`src/rtl/axi_lite_to_axi_tracked.sv`:
```
// AXI4-Lite slave to AXI4 master bridge with per-direction outstanding-transaction limits.
// Define AXI_LITE_TO_AXI_RESP_SPILL_EN to register the B and R channels through two-entry spill buffers.

package axi_lite_to_axi_tracked_pkg;
    localparam int unsigned ADDR_W = 32;
    localparam int unsigned DATA_W = 32;
    localparam int unsigned ID_W   = 4;
    localparam int unsigned USER_W = 1;

    typedef struct packed {
        logic [ADDR_W-1:0] addr;
        logic [2:0]        prot;
    } lite_ax_t;

    typedef struct packed {
        lite_ax_t              aw;
        logic                  aw_valid;
        logic [DATA_W-1:0]     w_data;
        logic [DATA_W/8-1:0]   w_strb;
        logic                  w_valid;
        logic                  b_ready;
        lite_ax_t              ar;
        logic                  ar_valid;
        logic                  r_ready;
    } lite_req_t;

    typedef struct packed {
        logic                  aw_ready;
        logic                  w_ready;
        logic [1:0]            b_resp;
        logic                  b_valid;
        logic                  ar_ready;
        logic [DATA_W-1:0]     r_data;
        logic [1:0]            r_resp;
        logic                  r_valid;
    } lite_resp_t;

    typedef struct packed {
        logic [ID_W-1:0]   id;
        logic [ADDR_W-1:0] addr;
        logic [7:0]        len;
        logic [2:0]        size;
        logic [1:0]        burst;
        logic              lock;
        logic [3:0]        cache;
        logic [2:0]        prot;
        logic [3:0]        qos;
        logic [3:0]        region;
        logic [5:0]        atop;
        logic [USER_W-1:0] user;
    } full_aw_t;

    typedef struct packed {
        logic [ID_W-1:0]   id;
        logic [ADDR_W-1:0] addr;
        logic [7:0]        len;
        logic [2:0]        size;
        logic [1:0]        burst;
        logic              lock;
        logic [3:0]        cache;
        logic [2:0]        prot;
        logic [3:0]        qos;
        logic [3:0]        region;
        logic [USER_W-1:0] user;
    } full_ar_t;

    typedef struct packed {
        logic [DATA_W-1:0]   data;
        logic [DATA_W/8-1:0] strb;
        logic                last;
        logic [USER_W-1:0]   user;
    } full_w_t;

    typedef struct packed {
        logic [ID_W-1:0]   id;
        logic [1:0]        resp;
        logic [USER_W-1:0] user;
    } full_b_t;

    typedef struct packed {
        logic [ID_W-1:0]   id;
        logic [DATA_W-1:0] data;
        logic [1:0]        resp;
        logic              last;
        logic [USER_W-1:0] user;
    } full_r_t;

    typedef struct packed {
        full_aw_t aw;
        logic     aw_valid;
        full_w_t  w;
        logic     w_valid;
        logic     b_ready;
        full_ar_t ar;
        logic     ar_valid;
        logic     r_ready;
    } full_req_t;

    typedef struct packed {
        logic    aw_ready;
        logic    ar_ready;
        logic    w_ready;
        full_b_t b;
        logic    b_valid;
        full_r_t r;
        logic    r_valid;
    } full_resp_t;
endpackage

`ifdef AXI_LITE_TO_AXI_RESP_SPILL_EN
module axi_lite_to_axi_tracked_spill #(
    parameter int unsigned Width = 1
) (
    input  logic             clk_i,
    input  logic             rst_i,
    input  logic             in_valid_i,
    output logic             in_ready_o,
    input  logic [Width-1:0] in_data_i,
    output logic             out_valid_o,
    input  logic             out_ready_i,
    output logic [Width-1:0] out_data_o
);
    logic [1:0][Width-1:0] mem_q, mem_d;
    logic                  wr_ptr_q, wr_ptr_d, rd_ptr_q, rd_ptr_d;
    logic [1:0]            cnt_q, cnt_d;
    logic                  push, pop;

    // in_ready depends only on the stored count, so the upstream ready never sees out_ready_i.
    assign in_ready_o  = (cnt_q != 2'd2);
    assign out_valid_o = (cnt_q != 2'd0);
    assign out_data_o  = mem_q[rd_ptr_q];
    assign push        = in_valid_i & in_ready_o;
    assign pop         = out_valid_o & out_ready_i;

    always_comb begin
        mem_d    = mem_q;
        wr_ptr_d = wr_ptr_q;
        rd_ptr_d = rd_ptr_q;
        cnt_d    = cnt_q;
        if (push) begin
            mem_d[wr_ptr_q] = in_data_i;
            wr_ptr_d        = ~wr_ptr_q;
        end
        if (pop) rd_ptr_d = ~rd_ptr_q;
        if (push && !pop)      cnt_d = cnt_q + 2'd1;
        else if (pop && !push) cnt_d = cnt_q - 2'd1;
    end

    always_ff @(posedge clk_i or posedge rst_i) begin
        if (rst_i) begin
            mem_q    <= '0;
            wr_ptr_q <= 1'b0;
            rd_ptr_q <= 1'b0;
            cnt_q    <= 2'd0;
        end else begin
            mem_q    <= mem_d;
            wr_ptr_q <= wr_ptr_d;
            rd_ptr_q <= rd_ptr_d;
            cnt_q    <= cnt_d;
        end
    end
endmodule
`endif

module axi_lite_to_axi_tracked #(
    parameter int unsigned           AxiAddrWidth    = 32'd0,
    parameter int unsigned           AxiDataWidth    = 32'd0,
    parameter int unsigned           AxiIdWidth      = 32'd0,
    parameter int unsigned           AxiUserWidth    = 32'd0,
    parameter int unsigned           AxiMaxWriteTxns = 32'd4,
    parameter int unsigned           AxiMaxReadTxns  = 32'd4,
    parameter logic [AxiIdWidth-1:0] WriteId         = '0,
    parameter logic [AxiIdWidth-1:0] ReadId          = '0,
    parameter logic [3:0]            AxCache         = 4'b0000,
    parameter type lite_req_t  = axi_lite_to_axi_tracked_pkg::lite_req_t,
    parameter type lite_resp_t = axi_lite_to_axi_tracked_pkg::lite_resp_t,
    parameter type full_req_t  = axi_lite_to_axi_tracked_pkg::full_req_t,
    parameter type full_resp_t = axi_lite_to_axi_tracked_pkg::full_resp_t
) (
    input  logic       clk_i,
    input  logic       rst_i,
    input  lite_req_t  slv_req_i,
    output lite_resp_t slv_resp_o,
    output full_req_t  mst_req_o,
    input  full_resp_t mst_resp_i,
    output logic       busy_o
);
    localparam int unsigned WrCntW       = $clog2(AxiMaxWriteTxns + 1);
    localparam int unsigned RdCntW       = $clog2(AxiMaxReadTxns + 1);
    localparam logic [2:0]  AxSize       = 3'($clog2(AxiDataWidth / 8));
    localparam int unsigned UnusedWidths = AxiAddrWidth + AxiUserWidth;

    logic [WrCntW-1:0]       wr_cnt_q, wr_cnt_d;
    logic [RdCntW-1:0]       rd_cnt_q, rd_cnt_d;
    logic                    busy_q, busy_d;
    logic                    aw_open, ar_open, aw_hs, ar_hs, b_hs, r_hs;
    logic                    b_slv_valid, b_mst_ready, r_slv_valid, r_mst_ready;
    logic [1:0]              b_slv_resp, r_slv_resp;
    logic [AxiDataWidth-1:0] r_slv_data;
    logic                    unused_resp;

    assign unused_resp = ^{mst_resp_i.b.id, mst_resp_i.b.user, mst_resp_i.r.id,
                           mst_resp_i.r.last, mst_resp_i.r.user};

`ifdef AXI_LITE_TO_AXI_RESP_SPILL_EN
    axi_lite_to_axi_tracked_spill #(.Width(2)) i_b_spill (
        .clk_i       (clk_i),
        .rst_i       (rst_i),
        .in_valid_i  (mst_resp_i.b_valid),
        .in_ready_o  (b_mst_ready),
        .in_data_i   (mst_resp_i.b.resp),
        .out_valid_o (b_slv_valid),
        .out_ready_i (slv_req_i.b_ready),
        .out_data_o  (b_slv_resp)
    );
    axi_lite_to_axi_tracked_spill #(.Width(AxiDataWidth + 2)) i_r_spill (
        .clk_i       (clk_i),
        .rst_i       (rst_i),
        .in_valid_i  (mst_resp_i.r_valid),
        .in_ready_o  (r_mst_ready),
        .in_data_i   ({mst_resp_i.r.data, mst_resp_i.r.resp}),
        .out_valid_o (r_slv_valid),
        .out_ready_i (slv_req_i.r_ready),
        .out_data_o  ({r_slv_data, r_slv_resp})
    );
`else
    assign b_slv_valid = mst_resp_i.b_valid;
    assign b_slv_resp  = mst_resp_i.b.resp;
    assign b_mst_ready = slv_req_i.b_ready;
    assign r_slv_valid = mst_resp_i.r_valid;
    assign r_slv_data  = mst_resp_i.r.data;
    assign r_slv_resp  = mst_resp_i.r.resp;
    assign r_mst_ready = slv_req_i.r_ready;
`endif

    // A transfer happens on a rising edge where valid and ready are both high; a raised
    // valid stays high with a stable payload until that edge. AW/AR are gated by the
    // registered count, so a response retiring in the same cycle frees its slot only next cycle.
    assign aw_open = (wr_cnt_q != WrCntW'(AxiMaxWriteTxns));
    assign ar_open = (rd_cnt_q != RdCntW'(AxiMaxReadTxns));
    assign aw_hs   = slv_req_i.aw_valid & mst_resp_i.aw_ready & aw_open;
    assign ar_hs   = slv_req_i.ar_valid & mst_resp_i.ar_ready & ar_open;
    assign b_hs    = b_slv_valid & slv_req_i.b_ready;
    assign r_hs    = r_slv_valid & slv_req_i.r_ready;

    always_comb begin
        mst_req_o          = '0;
        mst_req_o.aw.id    = WriteId;
        mst_req_o.aw.addr  = slv_req_i.aw.addr;
        mst_req_o.aw.size  = AxSize;
        mst_req_o.aw.burst = 2'b01;
        mst_req_o.aw.cache = AxCache;
        mst_req_o.aw.prot  = slv_req_i.aw.prot;
        mst_req_o.aw_valid = slv_req_i.aw_valid & aw_open;
        mst_req_o.w.data   = slv_req_i.w_data;
        mst_req_o.w.strb   = slv_req_i.w_strb;
        mst_req_o.w.last   = 1'b1;
        mst_req_o.w_valid  = slv_req_i.w_valid;
        mst_req_o.b_ready  = b_mst_ready;
        mst_req_o.ar.id    = ReadId;
        mst_req_o.ar.addr  = slv_req_i.ar.addr;
        mst_req_o.ar.size  = AxSize;
        mst_req_o.ar.burst = 2'b01;
        mst_req_o.ar.cache = AxCache;
        mst_req_o.ar.prot  = slv_req_i.ar.prot;
        mst_req_o.ar_valid = slv_req_i.ar_valid & ar_open;
        mst_req_o.r_ready  = r_mst_ready;

        slv_resp_o          = '0;
        slv_resp_o.aw_ready = mst_resp_i.aw_ready & aw_open;
        slv_resp_o.w_ready  = mst_resp_i.w_ready;
        slv_resp_o.b_resp   = b_slv_resp;
        slv_resp_o.b_valid  = b_slv_valid;
        slv_resp_o.ar_ready = mst_resp_i.ar_ready & ar_open;
        slv_resp_o.r_data   = r_slv_data;
        slv_resp_o.r_resp   = r_slv_resp;
        slv_resp_o.r_valid  = r_slv_valid;
    end

    // Counters saturate at zero; a stray response is caught by the assertion below.
    always_comb begin
        wr_cnt_d = wr_cnt_q;
        if (aw_hs && !b_hs)                        wr_cnt_d = wr_cnt_q + WrCntW'(1);
        else if (b_hs && !aw_hs && wr_cnt_q != '0) wr_cnt_d = wr_cnt_q - WrCntW'(1);
        rd_cnt_d = rd_cnt_q;
        if (ar_hs && !r_hs)                        rd_cnt_d = rd_cnt_q + RdCntW'(1);
        else if (r_hs && !ar_hs && rd_cnt_q != '0) rd_cnt_d = rd_cnt_q - RdCntW'(1);
        busy_d = (wr_cnt_d != '0) || (rd_cnt_d != '0);
    end

    always_ff @(posedge clk_i or posedge rst_i) begin
        if (rst_i) begin
            wr_cnt_q <= '0;
            rd_cnt_q <= '0;
            busy_q   <= 1'b0;
        end else begin
            wr_cnt_q <= wr_cnt_d;
            rd_cnt_q <= rd_cnt_d;
            busy_q   <= busy_d;
        end
    end

    assign busy_o = busy_q;

`ifndef SYNTHESIS
    a_b_id: assert property (@(posedge clk_i) disable iff (rst_i)
        mst_resp_i.b_valid |-> (mst_resp_i.b.id == WriteId));
    a_r_id: assert property (@(posedge clk_i) disable iff (rst_i)
        mst_resp_i.r_valid |-> (mst_resp_i.r.id == ReadId));
    a_r_last: assert property (@(posedge clk_i) disable iff (rst_i)
        mst_resp_i.r_valid |-> mst_resp_i.r.last);
    a_wr_underflow: assert property (@(posedge clk_i) disable iff (rst_i)
        !(b_hs && wr_cnt_q == '0));
    a_rd_underflow: assert property (@(posedge clk_i) disable iff (rst_i)
        !(r_hs && rd_cnt_q == '0));
    a_aw_hold: assert property (@(posedge clk_i) disable iff (rst_i)
        (slv_req_i.aw_valid && !slv_resp_o.aw_ready) |=> slv_req_i.aw_valid);
    a_w_hold: assert property (@(posedge clk_i) disable iff (rst_i)
        (slv_req_i.w_valid && !slv_resp_o.w_ready) |=> slv_req_i.w_valid);
    a_ar_hold: assert property (@(posedge clk_i) disable iff (rst_i)
        (slv_req_i.ar_valid && !slv_resp_o.ar_ready) |=> slv_req_i.ar_valid);
    a_b_hold: assert property (@(posedge clk_i) disable iff (rst_i)
        (mst_resp_i.b_valid && !mst_req_o.b_ready) |=> mst_resp_i.b_valid);
    a_r_hold: assert property (@(posedge clk_i) disable iff (rst_i)
        (mst_resp_i.r_valid && !mst_req_o.r_ready) |=> mst_resp_i.r_valid);
`endif
endmodule

```
`config.mk`:
```
export PLATFORM = sky130hd
export DESIGN_NAME = axi_lite_to_axi_tracked
export DESIGN_NICKNAME = d
export VERILOG_FILES = /design/src/rtl/axi_lite_to_axi_tracked.sv
export SDC_FILE = /design/constraint.sdc
export NUM_CORES = 1
export LEC_CHECK = 0
export CAP_MARGIN = 20
export CORE_AREA = 2 2 151 153
export DETAILED_ROUTE_END_ITERATION = 8
export DIE_AREA = 0 0 153 155
export GPL_ROUTABILITY_DRIVEN = 0
export PLACE_DENSITY = 0.55
export SLEW_MARGIN = 40
export SYNTH_ARGS = -nofsm -noshare
export SYNTH_HDL_FRONTEND = slang
export SYNTH_SLANG_ARGS = --single-unit
```
`constraint.sdc`:
```
create_clock -name clk_i -period 5.23 [get_ports clk_i]
set_input_delay 0.7845 -clock clk_i [delete_from_list [all_inputs] [get_ports clk_i]]
set_output_delay 0.7845 -clock clk_i [all_outputs]
set_load 0.005 [all_outputs]
```
==> results of run 1 <==
==> state kept, by name, summed over array words and instances (netlist names) <==
signal,count
wr_cnt_q,3
busy_o,1
rd_cnt_q,3
==> worst max-delay path: cells and delay by family <==
| family | cells | cell delay (ns) |
|---|---|---|
| compound gates | 1 | 0.39 |
| buf+inv | 2 | 1.08 |
==> metal layers <==
| metal | vias to the layer above | global-route usage, % | share of wire, % |
|---|---|---|---|
| li1 | 337 | - | - |
| met5 | - | 1.66 | 1.4 |
| met2 | 162 | 2.22 | 30 |
| met3 | 48 | 5.04 | 34 |
| met4 | 2 | 3.35 | 12 |
| met1 | 360 | 1.97 | 23 |
==> power by group <==
part / total, mW / switching [mW] / internal [mW]
Clock: 0.132 / 0.0302 / 0.102
Combinational: 0.213 / 0.117 / 0.0960
Sequential: 0.105 / 0.0245 / 0.0802
==> layout make-up <==
| class | count | area [um2] | share of cell area [%] |
|---|---|---|---|
| flip-flops and latches | 7 | 175 | 11.3 |
| repair buffers | 18 | 180 | 11.7 |
| inverters | 6 | 22.5 | 1.46 |
| well taps | 285 | 357 | 23.1 |
| clock buffers | 4 | 78.8 | 5.11 |
| multi-input cells | 140 | 728 | 47.2 |
| diodes | 1 | 2.50 | 0.162 |
==> cells in the mapped netlist (all sizes together) <==
cell type    n
a21boi       5
a21o         1
a221o        1
a22oi        1
a2bb2oi      1
a311oi       1
a31o         1
a31oi        1
a32oi        2
and2         1
and3         1
buf        218
conb         2
dfrtp        7
ha           6
inv          6
mux2i        1
nand2        3
nand2b       1
nand3        1
nand3b       1
nand4        1
nor2         3
nor2b        2
or4b         1
xnor2        3
xor2         1
==> logic make-up after synthesis <==
kind of cell,synth area share (%)
xor gates and xnor gates,1.60
AOI/OAI and AO/OA,6.61
and+or+nand+nor,3.99
adders and majority gates,3.42
other,0.342
buffers and inverters,75.6
DFF,7.98
muxes,0.456
==> per-stage QoR <==
stage	cell area [um2]	util [%]
floorplan	2560	-
global placement	1460	6.58
detailed placement	1460	6.58
CTS	1540	6.93
global route	1540	6.93
finish	1540	6.95
==> how the worst max path moves through the flow <==
stage                   start              to
4_1_cts        mst_resp_i[50]  slv_resp_o[35]
3_3_place_gp   mst_resp_i[50]  slv_resp_o[35]
5_1_grt        mst_resp_i[50]  slv_resp_o[35]
2_1_floorplan  mst_resp_i[51]          busy_o
6_report       mst_resp_i[50]  slv_resp_o[35]
3_5_place_dp   mst_resp_i[50]  slv_resp_o[35]
==> metrics.md, run 1 <==
| Metric | Value |
|---|---|
| Outcome | finished clean |
| Final Cycle Share | 58.1% |
| Yosys reg bits | 7 |
| Vias in the first global route | 726 |
| Clock latency at the later pin of the worst-skew pair | 0.23 ns |
| Distinct cell type count after synthesis | 28 |
| Reg clk slew, reported paths | 0.03 ns |
| Max Clk Rate | 0.329 GHz |
| Tmin final | 3.04 ns |
| Die height | 155 um |
| Min-delay src | rd_cnt_q[0] |
| Clock Sinks | 7 |
| Startpoint types | primary input |
| Setup CP Type | primary input to primary output |
| Synthesis-to-finish area growth | -29.6% |
| Most common cell after layout, fill and taps aside | conb_1 |
| Max IR drop VDD | 155 uV |
| Nets | 347 |
| First-pass GRT wire length | 4.64 mm |
| Initial antenna violation count | 0 |
| CTS root buffer | clkbuf_16 |
| Setup slack, reg-to-reg | 3.03 ns |
| Final Skew | 0.00275 ns |
| Setup-failing EPs final | 0 |
| CP most frequent cell | clkdlybuf4s50_1 |
| Area contributors post-synth | buf_4 (75%), dfrtp_1 (8.0%), ha_1 (3.4%), a311oi_4 (1.2%), xnor2_1 (1.2%) |
| FF-to-FF path depth | 7 |
| Syn. warnings | 0 |
| Syn Inst Count | 273 |
| CTS tree | yes |
| Gr usage total | 2.87% |
| Final Hold Fails | 0 |
| Post-synthesis average cell area | 8.04 um2 |
| Input/output buffers | 18 |
| Crit-path cells | clkdlybuf4s50_1 -> a21boi_1 -> clkdlybuf4s50_1 |
| Highest-count cells in the layout ignoring fill and taps | conb_1 (100), clkdlybuf4s50_1 (18), dfrtp_1 (7), inv_1 (6), ha_1 (6) |
| GRT overflow | 0 |
| Crit path arrival time | 2.25 ns |
| Via count | 909 |
| Worst hold path depth | 1 |
| Post-CTS Hold Buffers | 0 |
| Worst Setup End Kind | primary output |
| Critical Path RT | 4.45 ns |
| Die area | 0.0237 mm2 |
| Worst Path Max Fanout | 5 |
| Final WS setup | 2.19 ns |
| RSZ-0062 raised after global routing | no |
| Routed Antenna Nets | 0 |
| Vias per inst | 1.97 |
| Power per standard cell area | 291 mW/mm2 |
| Post-CTS sizing | 0 |
| Hpwl dp | 3.21 mm |
| Inserted Clock Buffers | 3 |
| Inst Count DP | 456 |
| DRT iter0 DRCs | 19 |
| Max-Cap Viols | 0 |
| Reg2Reg Capture Point | busy_o |
| IO Count | 388 |
| Fraction of layout cells with a size suffix above 1 | 4.57% |
| WL/cell | 8.11 um |
| Cell Area, Synth | 0.00219 mm2 |
| H-tree depth | 1 |
| Layout fillers | 2612 |
| Final Max Tran Viols | 0 |
| Starting Density | 9.87% |
| Hold Path Class | flop to flop |
| DRT Pass-1 Iters | 4 |
| Final Non-Filler Cells | 461 |
| Clk buf depth | 2 |
| Placement Setup Slack | 2.21 ns |
| Hold endpoint | rd_cnt_q[0] |
| Post-synthesis sequential area ratio | 7.98% |
| Total chip power | 0.450 mW |
| Postcts setup bufs | 0 |
| Leak Pwr | 0.703 nW |
| RR Startpoint | wr_cnt_q[0] |
| CORE AREA | 0.0222 mm2 |
| Final hold slack | 0.525 ns |
| DRC errors left | 0 |
| Row cnt | 55 |
| Top cell type's share of synthesized area | 74.6% |
| Die width | 153 um |
| Area leader, netlist | buf_4 |
| CP max stage delay | 0.58 ns |
| Pin count of the biggest net entering global routing | 8 |
| Critical Path Slowest Stage Cell | clkdlybuf4s50_1 |
| WL final | 3.74 mm |
| Setup TNS Final | 0 ns |
Power figures use the tool's default switching activity.
==> run 2: changes to the inputs <==
--- a/config.mk
+++ b/config.mk
@@ -6,11 +6,11 @@
 export NUM_CORES = 1
 export LEC_CHECK = 0
 export CAP_MARGIN = 20
-export CORE_AREA = 2 2 151 153
+export CORE_AREA = 2 2 149 151
 export DETAILED_ROUTE_END_ITERATION = 8
-export DIE_AREA = 0 0 153 155
+export DIE_AREA = 0 0 151 153
 export GPL_ROUTABILITY_DRIVEN = 0
-export PLACE_DENSITY = 0.55
+export PLACE_DENSITY = 0.56
 export SLEW_MARGIN = 40
 export SYNTH_ARGS = -nofsm -noshare
 export SYNTH_HDL_FRONTEND = slang
==> constraint.sdc (replaced) <==
create_clock -name clk_i -period 2.98 [get_ports clk_i]
set_input_delay 0.447 -clock clk_i [delete_from_list [all_inputs] [get_ports clk_i]]
set_output_delay 0.447 -clock clk_i [all_outputs]
set_load 0.005 [all_outputs]
==> run 2 against run 1 <==
Power grew 76%. Combinational power is 77% higher. Clock skew about the same. Clock power up 73%. Clock-buffer cell count is the same. First-iteration DRC count decreased by 58%. Worst hold slack worse by 0.029 ns. Cell area decreased by 0.57%.
==> metrics.md, run 2 (synthesis gave the netlist of run 1 again) <==
| Metric | Value |
|---|---|
| Final Cycle Share | 77.0% |
| Final hold slack | 0.496 ns |
| Crit-path cells | clkdlybuf4s50_1 -> a21boi_1 -> clkdlybuf4s50_1 |
| H-tree depth | 1 |
| Final Max Tran Viols | 0 |
| Leak Pwr | 0.703 nW |
| WP buf/inv | 2 |
| Clock Sinks | 7 |
| WL final | 3.35 mm |
| Crit path max-delay family | buffers and inverters |
| Row cnt | 54 |
| Worst Tran Pin Value | 0.490 ns |
| Routed Antenna Nets | 0 |
| GRT overflow | 0 |
| IO Count | 388 |
| Vias in the first global route | 683 |
| Critical Path RT | 2.53 ns |
| Starting Density | 10.2% |
| CTS tree | yes |
| Final Skew | 0.00299 ns |
| Tmin final | 2.29 ns |
| Outcome | finished clean |
| Layout fillers | 2547 |
| Setup TNS Final | 0 ns |
| Die width | 151 um |
| Final Core Density | 7.15% |
| Hold Path Class | primary input to asynchronous set/reset pin |
| CORE AREA | 0.0215 mm2 |
| Clock latency at the later pin of the worst-skew pair | 0.23 ns |
| Fraction of layout cells with a size suffix above 1 | 4.57% |
| Input/output buffers | 18 |
| Die height | 153 um |
| Pin count of the biggest net entering global routing | 8 |
| WL/cell | 7.36 um |
| Max IR drop VDD | 181 uV |
| Critical Path Slowest Stage Cell | clkdlybuf4s50_1 |
| Synthesis-to-finish area growth | -30.0% |
| Postcts setup bufs | 0 |
| RSZ-0062 raised after global routing | no |
| Gr usage total | 2.50% |
| Post-CTS Hold Buffers | 0 |
| Via count | 910 |
| FF/Latch Area | 175 um2 |
| DRC errors left | 0 |
| CP max stage delay | 0.58 ns |
| Nets | 347 |
| Worst Setup End Kind | primary output |
| Slew margin rel. | 67.1% |
| DRT iter0 DRCs | 8 |
| DRT Pass-1 Iters | 3 |
| Die area | 0.0231 mm2 |
| Reg clk slew, reported paths | 0.04 ns |
| First-pass GRT wire length | 4.06 mm |
| Setup-failing EPs final | 0 |
| CP most frequent cell | clkdlybuf4s50_1 |
| CTS root buffer | clkbuf_16 |
| Power per standard cell area | 515 mW/mm2 |
| Max-Cap Viols | 0 |
| Multi-input gate area | 728 um2 |
| Vias per inst | 2.00 |
| Inserted Clock Buffers | 3 |
| Startpoint types | primary input |
| Clk buf depth | 2 |
| Total chip power | 0.790 mW |
| Worst Path Max Fanout | 5 |
| Max Clk Rate | 0.436 GHz |
| Final Hold Fails | 0 |
| Setup CP Type | primary input to primary output |
| Highest-count cells in the layout ignoring fill and taps | conb_1 (100), clkdlybuf4s50_1 (18), dfrtp_1 (7), inv_1 (6), ha_1 (6) |
| Post-CTS sizing | 0 |
| N_diodes | 0 |
| Initial antenna violation count | 0 |
| Hpwl dp | 2.92 mm |
| Crit path arrival time | 1.85 ns |
| Most common cell after layout, fill and taps aside | conb_1 |
run 2: final cells by class:
class                           count  area share [%]
Inverter                            6            1.47
Sequential cell                     7            11.4
Multi-Input combinational cell    140            47.4
Tap cell                          280            22.8
Timing Repair Buffer               18            11.7
Clock buffer                        4            5.13
run 2: worst register-to-register path, cell delays in order (launching register included):
cell and delay (ns):
dfrtp_1 0.41, inv_1 0.12, ha_1 0.21, inv_1 0.08
a311oi_4 0.40, a22oi_4 0.07, xnor2_1 0.24, or4b_1 0.57
run 2: through the flow:
step                      instance area (um2)  std cells  setup slack [ns]
final                                    1540        455             0.686
after global routing                     1540        455             0.602
after CTS                                1540        455             0.692
after detailed placement                 1460        451             0.484
after global placement                   1460        451             0.486
after floorplan                          2560        371              1.01
run 2: where the power goes:
part           internal (mW)  total, mW  leakage (nW)  switching (mW)
clock network          0.178      0.229        0.0382          0.0510
logic                  0.169      0.377         0.587           0.207
registers              0.141      0.184        0.0780          0.0437
run 2: final timing paths:
check | start | to | slack (ns) | cells past startpoint
min in group clk_i | rd_cnt_q[0] | rd_cnt_q[0] | 0.53 | 1
worst max register to register | wr_cnt_q[0] | busy_o | 0.73 | 7
worst max-delay path | mst_resp_i[50] | slv_resp_o[35] | 0.69 | 3
max in group asynchronous | rst_i | rd_cnt_q[0] | 2.21 | 2
worst min-delay path | rst_i | wr_cnt_q[2] | 0.50 | 2
worst min register to register | rd_cnt_q[0] | rd_cnt_q[0] | 0.53 | 1
run 2: metal layers:
metal / share of wire [%] / GRT usage [%] / vias up / wire, um
met5: 1.1 / 1.09 / - / 38
met4: 10 / 2.76 / 2 / 344
met3: 29 / 3.58 / 48 / 980
met2: 31 / 2.14 / 154 / 1030
met1: 29 / 2.14 / 372 / 956
li1: - / - / 334 / -
